<file path="config.mk">
export PLATFORM = sky130hd
export DESIGN_NAME = mux2_stream_arb
export DESIGN_NICKNAME = d
export VERILOG_FILES = /design/src/rtl/mux2_stream_pkg.sv /design/src/rtl/rr_arb2.sv /design/src/rtl/mux2_stream_arb.sv
export SDC_FILE = /design/constraint.sdc
export NUM_CORES = 1
export LEC_CHECK = 0
export ABC_AREA = 1
export BUFFER_PORTS_ARGS = -buffer_cell sky130_fd_sc_hd__buf_2
export CAP_MARGIN = 30
export CELL_PAD_IN_SITES_DETAIL_PLACEMENT = 1
export CELL_PAD_IN_SITES_GLOBAL_PLACEMENT = 2
export CORE_MARGIN = 2
export CORE_UTILIZATION = 22
export DETAILED_ROUTE_END_ITERATION = 6
export GPL_ROUTABILITY_DRIVEN = 0
export GPL_TIMING_DRIVEN = 0
export PLACE_DENSITY_LB_ADDON = 0.1
export SYNTH_ARGS = -nofsm -noshare
export SYNTH_HDL_FRONTEND = slang
export SYNTH_SLANG_ARGS = --single-unit
</file>
<file path="constraint.sdc">
create_clock -name clk -period 1.1 [get_ports clk]
set_input_delay 0.165 -clock clk [delete_from_list [all_inputs] [get_ports clk]]
set_output_delay 0.165 -clock clk [all_outputs]
set_load 0.02 [all_outputs]
</file>
<file path="src/rtl/mux2_stream_pkg.sv">
// Shared types and defaults for the 2:1 stream multiplexer.
package mux2_stream_pkg;

  typedef enum logic {SRC0 = 1'b0, SRC1 = 1'b1} src_e;

  typedef enum logic [1:0] {
    UNLOCKED = 2'd0,
    LOCK0    = 2'd1,
    LOCK1    = 2'd2
  } lock_state_e;

  localparam int DEF_DATA_W = 8;

endpackage

</file>
<file path="src/rtl/rr_arb2.sv">
// Two-requester round-robin arbiter; the priority pointer moves past the
// granted requester whenever advance is pulsed.
module rr_arb2 (
  input  logic       clk,
  input  logic       rst_n,
  input  logic [1:0] req,
  input  logic       advance,
  output logic [1:0] gnt
);

  logic prio_q, prio_d;

  always_comb begin
    gnt = req;
    if (req == 2'b11) begin
      gnt = prio_q ? 2'b10 : 2'b01;
    end
  end

  // After serving source 0 favour source 1, and vice versa.
  always_comb begin
    prio_d = prio_q;
    if (advance && (gnt != 2'b00)) begin
      prio_d = gnt[0];
    end
  end

  always_ff @(posedge clk or negedge rst_n) begin
    if (!rst_n) begin
      prio_q <= 1'b0;
    end else begin
      prio_q <= prio_d;
    end
  end

endmodule

</file>
<file path="src/rtl/mux2_stream_arb.sv">
// Registered 2:1 valid/ready stream merge with round-robin arbitration.
// Define MUX2_STREAM_PKT_LOCK_EN for packet-atomic (last-delimited) grants.
module mux2_stream_arb
  import mux2_stream_pkg::*;
#(
  parameter int DATA_W = DEF_DATA_W
) (
  input  logic              clk,
  input  logic              rst_n,
  input  logic              in0_valid,
  output logic              in0_ready,
  input  logic [DATA_W-1:0] in0_data,
  input  logic              in0_last,
  input  logic              in1_valid,
  output logic              in1_ready,
  input  logic [DATA_W-1:0] in1_data,
  input  logic              in1_last,
  output logic              out_valid,
  input  logic              out_ready,
  output logic [DATA_W-1:0] out_data,
  output logic              out_last,
  output logic              out_sel
);

  logic              out_valid_q, out_valid_d;
  logic [DATA_W-1:0] out_data_q, out_data_d;
  logic              out_last_q, out_last_d;
  src_e              out_sel_q, out_sel_d;

  logic       load_en;
  logic       xfer;
  logic       xfer_last;
  logic       advance;
  logic [1:0] req;
  logic [1:0] gnt;

  assign load_en   = !out_valid_q || out_ready;
  assign xfer      = load_en && (gnt != 2'b00);
  assign xfer_last = gnt[1] ? in1_last : in0_last;

`ifdef MUX2_STREAM_PKT_LOCK_EN
  lock_state_e lock_q, lock_d;

  // While a packet is open only its owner may request; the other is masked.
  always_comb begin
    req = {in1_valid, in0_valid};
    case (lock_q)
      LOCK0:   req = {1'b0, in0_valid};
      LOCK1:   req = {in1_valid, 1'b0};
      default: req = {in1_valid, in0_valid};
    endcase
  end

  always_comb begin
    lock_d = lock_q;
    if (xfer) begin
      if (xfer_last) begin
        lock_d = UNLOCKED;
      end else begin
        lock_d = gnt[1] ? LOCK1 : LOCK0;
      end
    end
  end

  assign advance = xfer && xfer_last;

  always_ff @(posedge clk or negedge rst_n) begin
    if (!rst_n) begin
      lock_q <= UNLOCKED;
    end else begin
      lock_q <= lock_d;
    end
  end
`else
  assign req     = {in1_valid, in0_valid};
  assign advance = xfer;
`endif

  rr_arb2 u_arb (
    .clk     (clk),
    .rst_n   (rst_n),
    .req     (req),
    .advance (advance),
    .gnt     (gnt)
  );

  assign in0_ready = load_en && gnt[0];
  assign in1_ready = load_en && gnt[1];

  // Payload holds on a bubble; only the valid flag drops.
  always_comb begin
    out_valid_d = out_valid_q;
    out_data_d  = out_data_q;
    out_last_d  = out_last_q;
    out_sel_d   = out_sel_q;
    if (load_en) begin
      out_valid_d = xfer;
      if (xfer) begin
        out_data_d = gnt[1] ? in1_data : in0_data;
        out_last_d = xfer_last;
        out_sel_d  = gnt[1] ? SRC1 : SRC0;
      end
    end
  end

  always_ff @(posedge clk or negedge rst_n) begin
    if (!rst_n) begin
      out_valid_q <= 1'b0;
      out_data_q  <= '0;
      out_last_q  <= 1'b0;
      out_sel_q   <= SRC0;
    end else begin
      out_valid_q <= out_valid_d;
      out_data_q  <= out_data_d;
      out_last_q  <= out_last_d;
      out_sel_q   <= out_sel_d;
    end
  end

  assign out_valid = out_valid_q;
  assign out_data  = out_data_q;
  assign out_last  = out_last_q;
  assign out_sel   = out_sel_q;

endmodule

</file>
==> impl_summary.txt <==
----------------------------------------------------
[Placement]
  Detailed placement HPWL ... 1410 µm
  Number of placed instances with taps included ... between 150 and 200
  I/O Buffers ... 35
  Dpl ws ... -31.8 ps
  Standard cell area after detailed placement ... 875 µm²

[Timing]
  Post-layout min period ... 1300 ps
  Setup repair after global routing missed its margin ... true
  Highest attainable clock frequency ... 0.770 GHz
  Hold Slack ... 170 ps
  Final period util ... 118%
  Slew Viols, Final ... 0
  Final hold viol count ... 0
  Worst Setup Slack, final ... -199 ps
  Final Skew ... just over 0.5 ps
  Final setup violation count ... 11
  Total negative slack ... -1010 ps
  Slew margin rel. ... 80.6%
  Slew @ Worst Pin ... 291 ps

[Setup path]
  Required time worst endpoint ... roughly 940 ps
  Crit path max fanout ... 3
  Crit path arrival time ... 1130 ps
  Endpoint type of the worst setup path ... output pin
  Class of the most critical setup path ... flip-flop to output pin
  Nature of the critical path startpoint ... flip-flop
  Number of cells traversed by the worst register-to-register path ... 7

[Route]
  Routed vias ... 722
  First drt pass iteration count ... 5
  Routed length per instance ... 12.6 µm
  Vias per Instance ... 4.46
  Drc violations ... 1
  Violation count after the first detailed-routing iteration ... 16
  DRT Wirelength ... 2050 µm
  Remaining antenna violation count ... 0

[Clock tree]
  Longest Clk Path Bufs ... 2
  Master cell of the clock root buffer ... sky130_fd_sc_hd__clkbuf_4
  Worst-Skew Late Latency ... approximately 270 ps
  Clock tree from TritonCTS ... done
  H-tree depth ... 1
  CTS sink count ... 12
  TritonCTS buffer count ... 3
  Clock-pin slew of the registers on the worst-case setup and hold paths ... ~90 ps

[Global routing]
  Largest net degree at the start of global routing ... 13
  Vias in the first global route ... approximately 800
  Remaining global-route overflow ... 0
  Global router's overall resource usage ... 13.8%
  Number of antenna violations at the first check in global routing ... 0
  Wire length of the first global-routing pass ... 3510 µm

[Yosys]
  Sequential fraction of the synthesis area ... a little under half
  Flop and latch count out of synthesis ... 12
  Instance count of the mapped netlist ... 85
  Number of distinct library cell variants in the gate-level netlist after synthesis ... 10
  Average size of a mapped cell ... 7.77 µm²
  Post-Syn Nets ... 108
  Netlist area before placement ... roughly 660 µm²
  YS warnings ... 0

[Finish]
  Most frequent standard cell in the layout excluding fill and tap cells ... sky130_fd_sc_hd__nand2_1
  Antenna diode instance count ... 0
  Layout Cell Area excl Fill ... 1090 µm²
  FILL cells ... 352
  Top library cells by usage in the layout, fill and taps aside ... 37 x sky130_fd_sc_hd__nand2_1, 33 x sky130_fd_sc_hd__buf_2, 12 x sky130_fd_sc_hd__dfrtp_1
  Number of standard cells in the layout, taps in and fillers out ... 162
  Syn-to-layout area delta ... 65.5%
  Final net count ... 155
  Fraction of final layout cells with drive strength greater than 1 ... slightly above 50%
  Post-layout utilization of the core ... 39.0%

[Floorplan]
  Die H ... 58.8 µm
  Core region area ... about 2800 µm²
  FP Rows ... 19
  Die Footprint ... 3460 µm²
  Starting utilization of the core area ... 23.6%
  Top-level I/O count ... 36
  Die W ... 58.8 µm

[Run]
  Maximum capacitance violations ... 0

[Power]
  Peak supply drop ... 0.394 mV
  Leak ... 0.613 nW
  Total design power ... 1.85 mW
  P per Cell Area ... 1690 nW/µm²

[Status]
  Run status ... complete, but fails checks
  Violations in the final reports ... DRC, setup timing

[Worst hold path]
  Cell depth of the worst hold path ... 5
  Path class of the lowest-slack min-delay path ... input port to flip-flop

----------------------------------------------------
[final timing paths]
path	from	end	slack (ps)
worst max-delay path	out_valid	in0_ready	-200
worst min-delay path	in0_data[5]	out_data[5]	170
worst max register to register	out_valid	out_data[7]	-80
worst min register to register	out_sel	out_sel	480
max in group asynchronous	rst_n	out_data[5]	580
min in group asynchronous	rst_n	u_arb.prio_q	290
[synthesized netlist by cell type (all sizes together)]
| cell | number | area share (%) |
|---|---|---|
| nand2 | 43 | 28 |
| o21ai | 1 | 0.76 |
| dfrtp | 12 | 45 |
| inv | 4 | 2.3 |
| buf | 4 | 5.7 |
| nand3 | 21 | 17 |
[critical path, stage by stage (launching register included)]
cell	delay, ps
sky130_fd_sc_hd__dfrtp_1	390
sky130_fd_sc_hd__nand2_2	110
sky130_fd_sc_hd__nand3_4	90
sky130_fd_sc_hd__buf_8	120
sky130_fd_sc_hd__inv_2	40
sky130_fd_sc_hd__buf_6	100
[layer usage]
layer	global-route usage, %	wire [µm]	vias to the layer above
met3	1.54	117	2
met4	7.79	27	0
met1	16.2	894	330
met2	24.3	1000	24
li1	-	-	366
met5	0	0	-
[cell families (layout without fill, tap and decap cells)]
group / after synthesis / count (layout) / synth area share (%)
buffers and inverters: 8 / 54 / 7.95
AO/OA/AOI/OAI: 1 / 1 / 0.757
AND/OR/NAND/NOR: 64 / 64 / 45.8
flip-flops: 12 / 12 / 45.5
[sequential cells by signal, indices dropped and copies added, names as in the netlist]
signal and count:
u_arb.prio_q 1, out_valid 1, out_sel 1, out_last 1, out_data 8
[report_power, final]
part,leakage [nW],internal [mW],switching (mW)
combinational,0.447,0.353,0.482
clock,0.0210,0.201,0.166
sequential,0.145,0.563,0.0806
[area by class of cell]
class	instances	area, µm²	share of cell area, %
Clock buffer	4	36.3	3.32
Sequential cell	12	300	27.5
Multi-Input combinational cell	65	379	34.7
Inverter	4	15.0	1.37
Buffer	4	52.6	4.81
Tap cell	31	38.8	3.55
Timing Repair Buffer	42	272	24.8
[timing repair]
| item | in CTS | in global routing |
|---|---|---|
| setup buffers | 5 | 0 |
| gates cloned | 0 | 1 |
| endpoints found under the setup margin | 2 | 13 |
| hold endpoints to repair | 12 | 0 |
| hold buffers | 1 | 0 |
| pin swaps | 2 | 6 |
| resized for setup | 12 | 14 |
(Power assumes the default switching activity.)
